`config.mk`:
```
export PLATFORM = sky130hd
export DESIGN_NAME = phase_cycle_sequencer
export DESIGN_NICKNAME = d
export VERILOG_FILES = /design/src/rtl/phase_seq_pkg.sv /design/src/rtl/phase_table.sv /design/src/rtl/phase_cycle_sequencer.sv
export SDC_FILE = /design/constraint.sdc
export NUM_CORES = 1
export LEC_CHECK = 0
export ABC_AREA = 0
export CORE_MARGIN = 2
export CORE_UTILIZATION = 35
export CTS_CLUSTER_SIZE = 10
export DETAILED_ROUTE_END_ITERATION = 10
export MAX_ROUTING_LAYER = met4
export PLACE_DENSITY = 0.54
export RECOVER_POWER = 50
export SYNTH_ARGS = -nofsm -noshare
export SYNTH_HDL_FRONTEND = slang
export SYNTH_HIERARCHICAL = 1
export SYNTH_SLANG_ARGS = --single-unit
```
`constraint.sdc`:
```
create_clock -name clk -period 6.1 [get_ports clk]
set_clock_uncertainty 0.1 [all_clocks]
set_input_delay 0.61 -clock clk [delete_from_list [all_inputs] [get_ports clk]]
set_output_delay 0.61 -clock clk [all_outputs]
set_load 0.01 [all_outputs]
```
`src/rtl/phase_seq_pkg.sv`:
```
// Shared types and helpers for the phase-cycle sequencer.
// Optional RX phase table is enabled elsewhere by PHASE_SEQ_RX_PHASE_EN.
package phase_seq_pkg;

  typedef enum logic {
    ST_IDLE = 1'b0,
    ST_RUN  = 1'b1
  } state_e;

  localparam logic [1:0] PH_0   = 2'd0;
  localparam logic [1:0] PH_90  = 2'd1;
  localparam logic [1:0] PH_180 = 2'd2;
  localparam logic [1:0] PH_270 = 2'd3;

  // A zero-length cycle still needs one step; anything past the table depth wraps at the table end.
  function automatic int clamp_len(input int len, input int max_steps);
    if (len <= 0) return 1;
    if (len > max_steps) return max_steps;
    return len;
  endfunction

endpackage

```
`src/rtl/phase_table.sv`:
```
// Phase code register file: one write port, one combinational read port, async reset to 0.
// Instantiated once per phase table (TX, plus RX when PHASE_SEQ_RX_PHASE_EN is defined).
module phase_table #(
  parameter int DEPTH = 8,
  parameter int W     = 2,
  parameter int AW    = 3
) (
  input  logic          clk,
  input  logic          rst,
  input  logic          we,
  input  logic [AW-1:0] waddr,
  input  logic [W-1:0]  wdata,
  input  logic [AW-1:0] raddr,
  output logic [W-1:0]  rdata
);

  logic [W-1:0] mem_reg [DEPTH];

  always_ff @(posedge clk or posedge rst) begin
    if (rst) begin
      for (int i = 0; i < DEPTH; i++) mem_reg[i] <= '0;
    end else if (we) begin
      mem_reg[waddr] <= wdata;
    end
  end

  assign rdata = mem_reg[raddr];

endmodule

```
`src/rtl/phase_cycle_sequencer.sv`:
```
// Steps through a programmable phase-cycle table once per scan, wrapping at a run-time length.
// Define PHASE_SEQ_RX_PHASE_EN to add a receiver-phase table and rx_phase output.
module phase_cycle_sequencer
  import phase_seq_pkg::*;
#(
  parameter int PHASE_W   = 2,
  parameter int MAX_STEPS = 8,
  localparam int AW       = $clog2(MAX_STEPS)
) (
  input  logic               clk,
  input  logic               rst,
  input  logic               wr_en,
  input  logic [AW-1:0]      wr_addr,
  input  logic [PHASE_W-1:0] wr_data,
  input  logic [AW:0]        cycle_len,
  input  logic               start,
  input  logic               advance,
  input  logic               stop,
  output logic [PHASE_W-1:0] active_phase,
  output logic [AW-1:0]      step_idx,
  output logic               running,
  output logic               cycle_done,
  output logic               wr_err
`ifdef PHASE_SEQ_RX_PHASE_EN
  ,
  input  logic [PHASE_W-1:0] wr_rx_data,
  output logic [PHASE_W-1:0] rx_phase
`endif
);

  state_e             state_reg, state_next;
  logic [AW:0]        len_reg, len_next;
  logic [AW-1:0]      step_reg, step_next;
  logic [PHASE_W-1:0] phase_reg, phase_next, tx_rd;
  logic               done_reg, done_next;
  logic               err_reg, err_next;
  logic               addr_ok, tbl_we, last_step;

  assign addr_ok   = ({1'b0, wr_addr} < (AW+1)'(MAX_STEPS));
  assign tbl_we    = wr_en && (state_reg == ST_IDLE) && addr_ok;
  assign last_step = ({1'b0, step_reg} == (len_reg - (AW+1)'(1)));

  phase_table #(.DEPTH(MAX_STEPS), .W(PHASE_W), .AW(AW)) u_tx_table (
    .clk   (clk),
    .rst   (rst),
    .we    (tbl_we),
    .waddr (wr_addr),
    .wdata (wr_data),
    .raddr (step_next),
    .rdata (tx_rd)
  );

  always_comb begin
    state_next = state_reg;
    len_next   = len_reg;
    step_next  = step_reg;
    done_next  = 1'b0;
    err_next   = wr_en && ((state_reg == ST_RUN) || !addr_ok);
    case (state_reg)
      ST_IDLE: begin
        // start wins over a coincident advance, which is simply not looked at here
        if (start) begin
          state_next = ST_RUN;
          len_next   = (AW+1)'(clamp_len(int'(cycle_len), MAX_STEPS));
          step_next  = '0;
        end
      end
      ST_RUN: begin
        if (stop) begin
          state_next = ST_IDLE;
          step_next  = '0;
        end else if (advance) begin
          if (last_step) begin
            step_next = '0;
            done_next = 1'b1;
          end else begin
            step_next = step_reg + AW'(1);
          end
        end
      end
      default: state_next = ST_IDLE;
    endcase
  end

  // Phase is looked up at the next step index so it lands in the same cycle as step_idx.
  assign phase_next = (state_next == ST_RUN) ? tx_rd : '0;

  always_ff @(posedge clk or posedge rst) begin
    if (rst) begin
      state_reg <= ST_IDLE;
      len_reg   <= '0;
      step_reg  <= '0;
      phase_reg <= '0;
      done_reg  <= 1'b0;
      err_reg   <= 1'b0;
    end else begin
      state_reg <= state_next;
      len_reg   <= len_next;
      step_reg  <= step_next;
      phase_reg <= phase_next;
      done_reg  <= done_next;
      err_reg   <= err_next;
    end
  end

  assign active_phase = phase_reg;
  assign step_idx     = step_reg;
  assign running      = (state_reg == ST_RUN);
  assign cycle_done   = done_reg;
  assign wr_err       = err_reg;

`ifdef PHASE_SEQ_RX_PHASE_EN
  logic [PHASE_W-1:0] rx_rd, rx_phase_reg;

  phase_table #(.DEPTH(MAX_STEPS), .W(PHASE_W), .AW(AW)) u_rx_table (
    .clk   (clk),
    .rst   (rst),
    .we    (tbl_we),
    .waddr (wr_addr),
    .wdata (wr_rx_data),
    .raddr (step_next),
    .rdata (rx_rd)
  );

  always_ff @(posedge clk or posedge rst) begin
    if (rst) rx_phase_reg <= '0;
    else     rx_phase_reg <= (state_next == ST_RUN) ? rx_rd : '0;
  end

  assign rx_phase = rx_phase_reg;
`endif

endmodule

```
==> results of run 1 <==
-- worst min path at each step --
stage,startpoint,to,slack [ns],cells after the start
4_1_cts,u_tx_table/mem_reg[2],u_tx_table/mem_reg[2],0.41,1
6_report,u_tx_table/mem_reg[13],u_tx_table/mem_reg[13],0.41,1
5_1_grt,u_tx_table/mem_reg[2],u_tx_table/mem_reg[2],0.42,1
3_3_place_gp,u_tx_table/mem_reg[12],u_tx_table/mem_reg[12],0.39,1
2_1_floorplan,rst,active_phase[0],0.37,1
3_5_place_dp,u_tx_table/mem_reg[13],u_tx_table/mem_reg[13],0.39,1
-- report_power, final --
part	total [uW]	internal (uW)	switching (uW)
sequential	253	227	25.8
combinational	119	75.7	43.7
clock	144	87.8	56.4
-- critical path, delay by kind of cell, from the launching register on --
kind / cells / cell delay [ns]
compound gates: 2 / 0.56
xor+xnor: 1 / 0.18
fa+ha+maj: 1 / 0.20
buf+inv: 1 / 0.06
flops: 1 / 0.42
mux: 2 / 0.86
simple gates: 2 / 0.32
-- per-layer routing --
| metal | GRT usage (%) | routed length (microns) |
|---|---|---|
| met2 | 22.8 | 1320 |
| met5 | - | 0 |
| met3 | 2.00 | 90 |
| met4 | 6.12 | 35 |
| met1 | 15.8 | 1100 |
-- synthesized netlist by cell type, drive strengths merged (2+ instances only) --
library cell,instances
mux4,4
nor2,5
mux2,20
and4bb,3
xor2,3
nand4b,3
o21ai,2
nand2b,4
inv,4
and2,3
nand2,4
ha,2
a32o,2
nor2b,3
dfrtp,28
-- cell families after synthesis --
kind of cell	after synthesis	synth area share, %
compound gates	12	6.41
xor+xnor	3	1.87
fa+ha+maj	2	1.78
buf+inv	5	1.34
flops	28	49.9
mux	24	23.5
simple gates	32	15.2
-- per-stage QoR --
stage | setup WS, ns | utilization, % | std cells | area [sq um]
floorplan | 3.50 | - | 106 | 1410
global placement | 3.08 | 42.7 | 177 | 1680
detailed placement | 3.04 | 42.7 | 177 | 1680
CTS | 3.26 | 44.5 | 181 | 1760
global route | 3.14 | 44.5 | 181 | 1760
finish | 3.30 | 44.5 | 181 | 1760
-- cell type report --
class | instances | area (sq um) | area share (%)
sequential | 28 | 701 | 39.9
timing repair buffer | 22 | 220 | 12.5
inverter | 4 | 15.0 | 0.855
tap | 50 | 62.6 | 3.56
multi-input combinational | 73 | 686 | 39.1
clock buffer | 3 | 41.3 | 2.35
clock inverter | 1 | 30.0 | 1.71
==> results.json, run 1 <==
{
  "clkSlewWorstSetupHoldPaths_ns": 0.10,
  "path_cells": "inv_1 -> ha_1 -> xor2_1 -> and3b_1 -> o21bai_1 -> a32o_1 -> mux4_1 -> mux2_2 -> and2_1",
  "io_pins": 23,
  "drcViolationCount": 0,
  "crit_path_max_fanout": 5,
  "rr_endpoint": "active_phase[0]",
  "maxCapViolations": 0,
  "async_reset_ff_share_pct": 100,
  "place_congestion": 0.733,
  "die_h_microns": 67.4,
  "viasPerCell": 5.18,
  "rrSetupSlack_ns": 3.30,
  "end_kind": "flip-flop",
  "grt_max_degree": 17,
  "dieArea_sq_um": 4540,
  "final_common_cell": "dfrtp_1",
  "cts_tree": "built",
  "numCtsBuffers": 3,
  "cts.path.max_buffers": 2,
  "worstSetupStartpoint": "len_reg[0]",
  "synth_area_leaders": "dfrtp_1 50%, mux2_2 16%, mux4_1 7.5%",
  "syn_area_per_cell_sq_um": 13.3,
  "grt_pass1_wl_microns": 4320,
  "route.vias.total": 937,
  "grt_pass1_vias": 944,
  "cts_num_sinks": 28,
  "largest_reg_flops": 16,
  "fmax_mhz": 357,
  "synth_edf_count": 0,
  "r2r_cells": 9,
  "synthCells": 106,
  "vdd_ir_drop_max_uv": 115,
  "status": "finished, final reports clean",
  "rows": 23,
  "fillers": 373,
  "syn_area_sq_um": 1410,
  "slew_violations": 0,
  "drt_wl_total_microns": 2550,
  "worstHoldPathType": "flip-flop to flip-flop",
  "start_util_pct": 35.6,
  "synth-main-ff-cell": "dfrtp_1",
  "drtAntennaViolNets": 0,
  "critical_path_class": "flip-flop to flip-flop",
  "cp_slowest_cell": "mux4_1",
  "final_cell_mix": "28 x dfrtp_1, 20 x mux2_2, 20 x clkdlybuf4s50_1",
  "synth_cell_types": 31,
  "clock_latency_ns": 0.27,
  "antenna_found_initial": 0,
  "hold_buffers": 0,
  "yosys_warnings": 6,
  "area_delta_synth_final_pct": 24.9,
  "r2r_start": "len_reg[0]",
  "rsz0062_at_grt": "no",
  "finalPower_uw": 517,
  "worst_pin_slew_ns": 0.609,
  "hpwlAfterDp_microns": 1970,
  "final.period_utilization_pct": 45.9,
  "layout-drive-gt1-share_pct": 22.1,
  "startpoint_type": "flip-flop",
  "core_region_area_sq_um": 3940,
  "cp_slowest_stage_delay_ns": 0.59,
  "diodes": 0,
  "yosys.area.top_type": "dfrtp_1",
  "whs_ns": 0.406,
  "ctsResizeCount": 0,
  "layout.nets": 149,
  "netlist.area_leader.share_pct": 49.9,
  "cts_setup_buffers": 0,
  "track_usage_pct": 13.5,
  "die_w_microns": 67.4,
  "portBuffers": 22,
  "p_leak_uw": 0.000756,
  "hold_viol": 0,
  "ys_seq_elements": 28,
  "htreeDepth": 1,
  "slew_headroom_pct": 59.3,
  "cp-endpoint": "active_phase[0]",
  "crit_required_ns": 6.17,
  "tns_ns": 0,
  "setup_viol": 0,
  "crit_arrival_ns": 2.87,
  "initialDrtViolationCount": 33,
  "power_density_nw_per_um2": 294,
  "ys_seq_area_share_pct": 49.9,
  "cts_root_buffer": "clkbuf_8",
  "wire_per_inst_microns": 14.1,
  "syn-num-nets": 123,
  "fin_crit_ns": 2.80,
  "overflow": 0,
  "detail_route.first_pass.iterations": 4
}
Power figures use the tool's default switching activity.
==> run 2: changes to the inputs <==
Settings changed: PLACE_DENSITY 0.54 to 0.56.
Clock period 6.1 ns to 2.55 ns, I/O delays scaled along.
==> run 2 against run 1 <==
Against the previous run: sequential share of layout area decreased by 2.2 points; largest power group unchanged; worst hold slack got worse by 0.070 ns; worst setup slack got worse by 3.3 ns; via count increased by 3.2%; critical endpoint unchanged; routed wire length increased by 7.2%; core utilization increased by 2.6 points; non-clock buffer count increased by 10; sequential power increased by 140%; global-route usage increased by 1.4 points; design area increased by 5.8%; count of clock-buffer cells in the layout increased by 1; die area unchanged.
==> results.json, run 2 (synthesized netlist as in run 1, its figures left out) <==
{
  "final.period_utilization_pct": 99.9,
  "switching_share_pct": 27.0,
  "drcViolationCount": 0,
  "place_congestion": 0.735,
  "final_cells": 191,
  "layout.nets": 159,
  "maxCapViolations": 0,
  "worstHoldPathType": "input port to asynchronous set/reset pin",
  "largest_reg_flops": 16,
  "place_inst": 186,
  "seq_power_share_pct": 49.1,
  "fin_util_pct": 47.1,
  "slew_violations": 0,
  "critical_path_class": "flip-flop to flip-flop",
  "worstSetupStartpoint": "len_reg[0]",
  "switching_power_uw": 336,
  "track_usage_pct": 14.8,
  "overflow": 0,
  "setup_viol": 0,
  "p_comb_share_pct": 29.0,
  "cts_root_buffer": "clkbuf_8",
  "route.vias.total": 967,
  "wire_per_inst_microns": 14.3,
  "antenna_found_initial": 0,
  "grt_max_degree": 17,
  "end_kind": "flip-flop",
  "drtAntennaViolNets": 0,
  "status": "finished, final reports clean",
  "drt_wl_total_microns": 2730,
  "p_clk_share_pct": 21.9,
  "fin_crit_ns": 2.55,
  "cts_tree": "built",
  "start_util_pct": 35.6,
  "tns_ns": 0,
  "finalPower_uw": 1240,
  "power_density_nw_per_um2": 670,
  "diodes": 0,
  "clkSlewWorstSetupHoldPaths_ns": 0.09,
  "rows": 23,
  "p_int_uw": 908,
  "hold_viol": 0,
  "rr_endpoint": "active_phase[0]",
  "r2r_cells": 9,
  "grt_pass1_vias": 1025,
  "rsz0062_at_grt": "yes",
  "crit_required_ns": 2.62,
  "fmax_mhz": 393,
  "final_cell_mix": "28 x dfrtp_1, 21 x clkdlybuf4s50_1, 19 x mux2_2",
  "grt_pass1_wl_microns": 4800,
  "die_h_microns": 67.4,
  "numCtsBuffers": 3,
  "core_region_area_sq_um": 3940,
  "crit_path_max_fanout": 4,
  "portBuffers": 22,
  "htreeDepth": 1,
  "clock_latency_ns": 0.27,
  "hpwlAfterDp_microns": 2080,
  "crit_arrival_ns": 2.62,
  "viasPerCell": 5.06,
  "hold_buffers": 0,
  "die_w_microns": 67.4,
  "cts.path.max_buffers": 2,
  "dieArea_sq_um": 4540,
  "rrSetupSlack_ns": 0.003,
  "worst_pin_slew_ns": 0.622,
  "r2r_start": "len_reg[0]",
  "layout-drive-gt1-share_pct": 35.5,
  "startpoint_type": "flip-flop",
  "area_delta_synth_final_pct": 32.1,
  "detail_route.first_pass.iterations": 4,
  "cts_num_sinks": 28,
  "vdd_ir_drop_max_uv": 357,
  "initialDrtViolationCount": 31,
  "whs_ns": 0.337,
  "p_leak_uw": 0.000791,
  "final_common_cell": "dfrtp_1",
  "io_pins": 23,
  "slew_headroom_pct": 58.5
}
[run 2: cell types whose count changed in the layout (fill, tap and decap cells not counted), sizes merged]
cell / delta
buf: +10
bufinv: -1
clkbuf: +1
clkdlybuf4s50: +1
dlygate4sd3: -1
[run 2: layout make-up]
cell class	instances	area (sq um)
flip-flops and latches	28	701
clock buffers	4	55.1
well taps	50	62.6
multi-input cells	73	728
inverters	4	15.0
fillers	341	2090
repair buffers	32	295
[run 2: metrics by stage]
step / setup WS, ns / cell area (sq um)
3_3_place_gp: -0.0718 / 1750
3_5_place_dp: -0.0931 / 1750
4_1_cts: -0.000510 / 1860
2_1_floorplan: -0.00495 / 1410
6_report: 0.00258 / 1860
5_1_grt: -0.106 / 1860
[run 2: repair_timing]
action,in CTS,in global routing
setup buffers,1,0
endpoints found under the setup margin,2,2
pin swaps,6,3
gates resized for setup,14,0
[run 2: worst max-delay path by stage]
stage / endpoint / slack, ns / cells past startpoint
final: active_phase[0] / 0.003 / 9
after global routing: active_phase[1] / -0.11 / 9
after CTS: active_phase[0] / -0.0005 / 10
after detailed placement: active_phase[0] / -0.09 / 8
after global placement: active_phase[0] / -0.07 / 8
after floorplan: active_phase[0] / -0.005 / 9
[run 2: power groups by stage]
stage               combinational, uW  sequential [uW]  clock [uW]
floorplan                         199              599           0
global placement                  313              613           0
detailed placement                323              613           0
CTS                               368              610         283
global route                      396              625         301
finish                            361              611         273
[run 2: critical path, cell delays in order, from the launching register on]
cell and delay (ns):
dfrtp_1 0.40, buf_4 0.16, o21a_1 0.21, nor4_4 0.32, o21bai_4 0.08, a32o_2 0.31, buf_4 0.15, mux4_2 0.29
mux2_4 0.28, and2_1 0.13
[run 2: layer usage]
layer  track usage (%)  wire length, microns
met5                 -                     0
met4              6.12                    44
met3              2.00                    96
met2              23.5                  1350
met1              19.2                  1240
==> run 3: changes to the inputs <==
Settings changed: REMOVE_ABC_BUFFERS set to 1.
==> run 3 against run 2 <==
Against the previous run: the flow now finishes with violations (setup timing); count of clock-buffer cells in the layout decreased by 1; cell count grew 0.52%; design area increased by 1.4%; largest power group unchanged; non-clock buffer count is 1 higher; register-to-register slack lost 0.04 ns; routed wire length is 4.0% higher; die area stayed put; sequential share of layout area fell by 0.53 points; global-route usage is 0.43 points higher; critical path type unchanged; combinational power rose by 1%; first-iteration DRC count grew 26%.
==> results.json, run 3 (synthesized netlist as in run 1, its figures left out) <==
{
  "whs_ns": 0.332,
  "drcViolationCount": 0,
  "cts_tree": "built",
  "grt_pass1_vias": 1014,
  "route.vias.total": 970,
  "fin_crit_ns": 2.59,
  "initialDrtViolationCount": 39,
  "layout.nets": 160,
  "slew_headroom_pct": 58.8,
  "status": "finished, violations left",
  "die_w_microns": 67.4,
  "critical_path_class": "flip-flop to flip-flop",
  "grt_pass1_wl_microns": 4820,
  "maxCapViolations": 0,
  "cts.path.max_buffers": 2,
  "drtAntennaViolNets": 0,
  "worst_pin_slew_ns": 0.617,
  "dieArea_sq_um": 4540,
  "final_cells": 192,
  "fmax_mhz": 386,
  "crit_required_ns": 2.63,
  "htreeDepth": 1,
  "clkSlewWorstSetupHoldPaths_ns": 0.10,
  "largest_reg_flops": 16,
  "rr_endpoint": "active_phase[1]",
  "numCtsBuffers": 3,
  "area_delta_synth_final_pct": 34.0,
  "layout-drive-gt1-share_pct": 36.6,
  "crit_arrival_ns": 2.67,
  "hpwlAfterDp_microns": 2080,
  "drt_wl_total_microns": 2840,
  "wire_per_inst_microns": 14.8,
  "diodes": 0,
  "start_util_pct": 35.6,
  "hold_viol": 0,
  "slew_violations": 0,
  "r2r_start": "len_reg[0]",
  "cts_root_buffer": "clkbuf_8",
  "vdd_ir_drop_max_uv": 289,
  "overflow": 0,
  "end_kind": "flip-flop",
  "r2r_cells": 9,
  "io_pins": 23,
  "place_inst": 187,
  "fin_util_pct": 47.8,
  "grt_max_degree": 17,
  "worstHoldPathType": "input port to asynchronous set/reset pin",
  "portBuffers": 22,
  "antenna_found_initial": 0,
  "place_congestion": 0.724,
  "p_leak_uw": 0.000803,
  "startpoint_type": "flip-flop",
  "setup_viol": 2,
  "finalPower_uw": 1320,
  "cts_num_sinks": 28,
  "violations": "setup timing",
  "detail_route.first_pass.iterations": 4,
  "final.period_utilization_pct": 102,
  "final_common_cell": "dfrtp_1",
  "rrSetupSlack_ns": -0.04,
  "viasPerCell": 5.05,
  "crit_path_max_fanout": 4,
  "rows": 23,
  "tns_ns": -0.0635,
  "power_density_nw_per_um2": 703,
  "die_h_microns": 67.4,
  "track_usage_pct": 15.2,
  "worst_slack_ns": -0.0405,
  "clock_latency_ns": 0.28,
  "final_cell_mix": "28 x dfrtp_1, 21 x clkdlybuf4s50_1, 19 x mux2_2",
  "rsz0062_at_grt": "yes",
  "core_region_area_sq_um": 3940
}
[run 3: changes by cell type in the layout (fill, tap and decap cells not counted), sizes merged]
| cell | previous run | this run |
|---|---|---|
| buf | 10 | 11 |
| bufinv | 0 | 1 |
| clkbuf | 4 | 3 |
[run 3: critical path, cell delays in order, from the launching register on]
cell      delay [ns]
dfrtp_1         0.39
inv_2           0.06
ha_4            0.16
xor2_2          0.18
and3b_2         0.24
o21bai_4        0.13
a32o_2          0.30
mux4_2          0.54
mux2_2          0.27
and2_1          0.13
[run 3: how the worst max path moves through the flow]
stage,slack (ns),start,to
after CTS,-0.1,len_reg[0],active_phase[1]
after floorplan,-0.05,len_reg[0],active_phase[0]
final,-0.04,len_reg[0],active_phase[1]
after detailed placement,-0.20,len_reg[0],active_phase[1]
after global placement,-0.18,len_reg[0],active_phase[1]
after global routing,-0.16,len_reg[0],active_phase[1]
[run 3: metal layers]
layer	wire, microns	vias up	part of all wire [%]	GRT usage [%]
met4	57	0	2.0	7.65
met1	1240	483	44	19.5
met5	0	-	0	-
met2	1450	18	51	23.5
met3	89	5	3.1	2.50
li1	-	464	-	-
[run 3: power by group]
group          internal (uW)  total (uW)  leakage, uW  switching (uW)
Clock                    210         351    0.0000357             140
Sequential               544         606     0.000352            61.9
Combinational            230         366     0.000415             137
Total                    984        1320     0.000803             339
[run 3: final cells by class]
class / count / area, sq um
well taps: 50 / 62.6
repair buffers: 33 / 314
multi-input cells: 73 / 719
clock inverters: 1 / 30.0
fillers: 354 / 2060
inverters: 4 / 15.0
flip-flops and latches: 28 / 701
clock buffers: 3 / 41.3
[run 3: metrics by stage]
step | cell area (sq um) | setup slack, ns
final | 1880 | -0.0405
after floorplan | 1400 | -0.0539
after detailed placement | 1760 | -0.203
after global routing | 1880 | -0.164
after global placement | 1760 | -0.178
after CTS | 1820 | -0.0997
[run 3: timing repair]
item                       CTS  global route
pin swaps                    3             6
setup endpoints to repair    2             2
hold buffers                 0             0
setup buffers                0             2
gates resized for setup      5            14
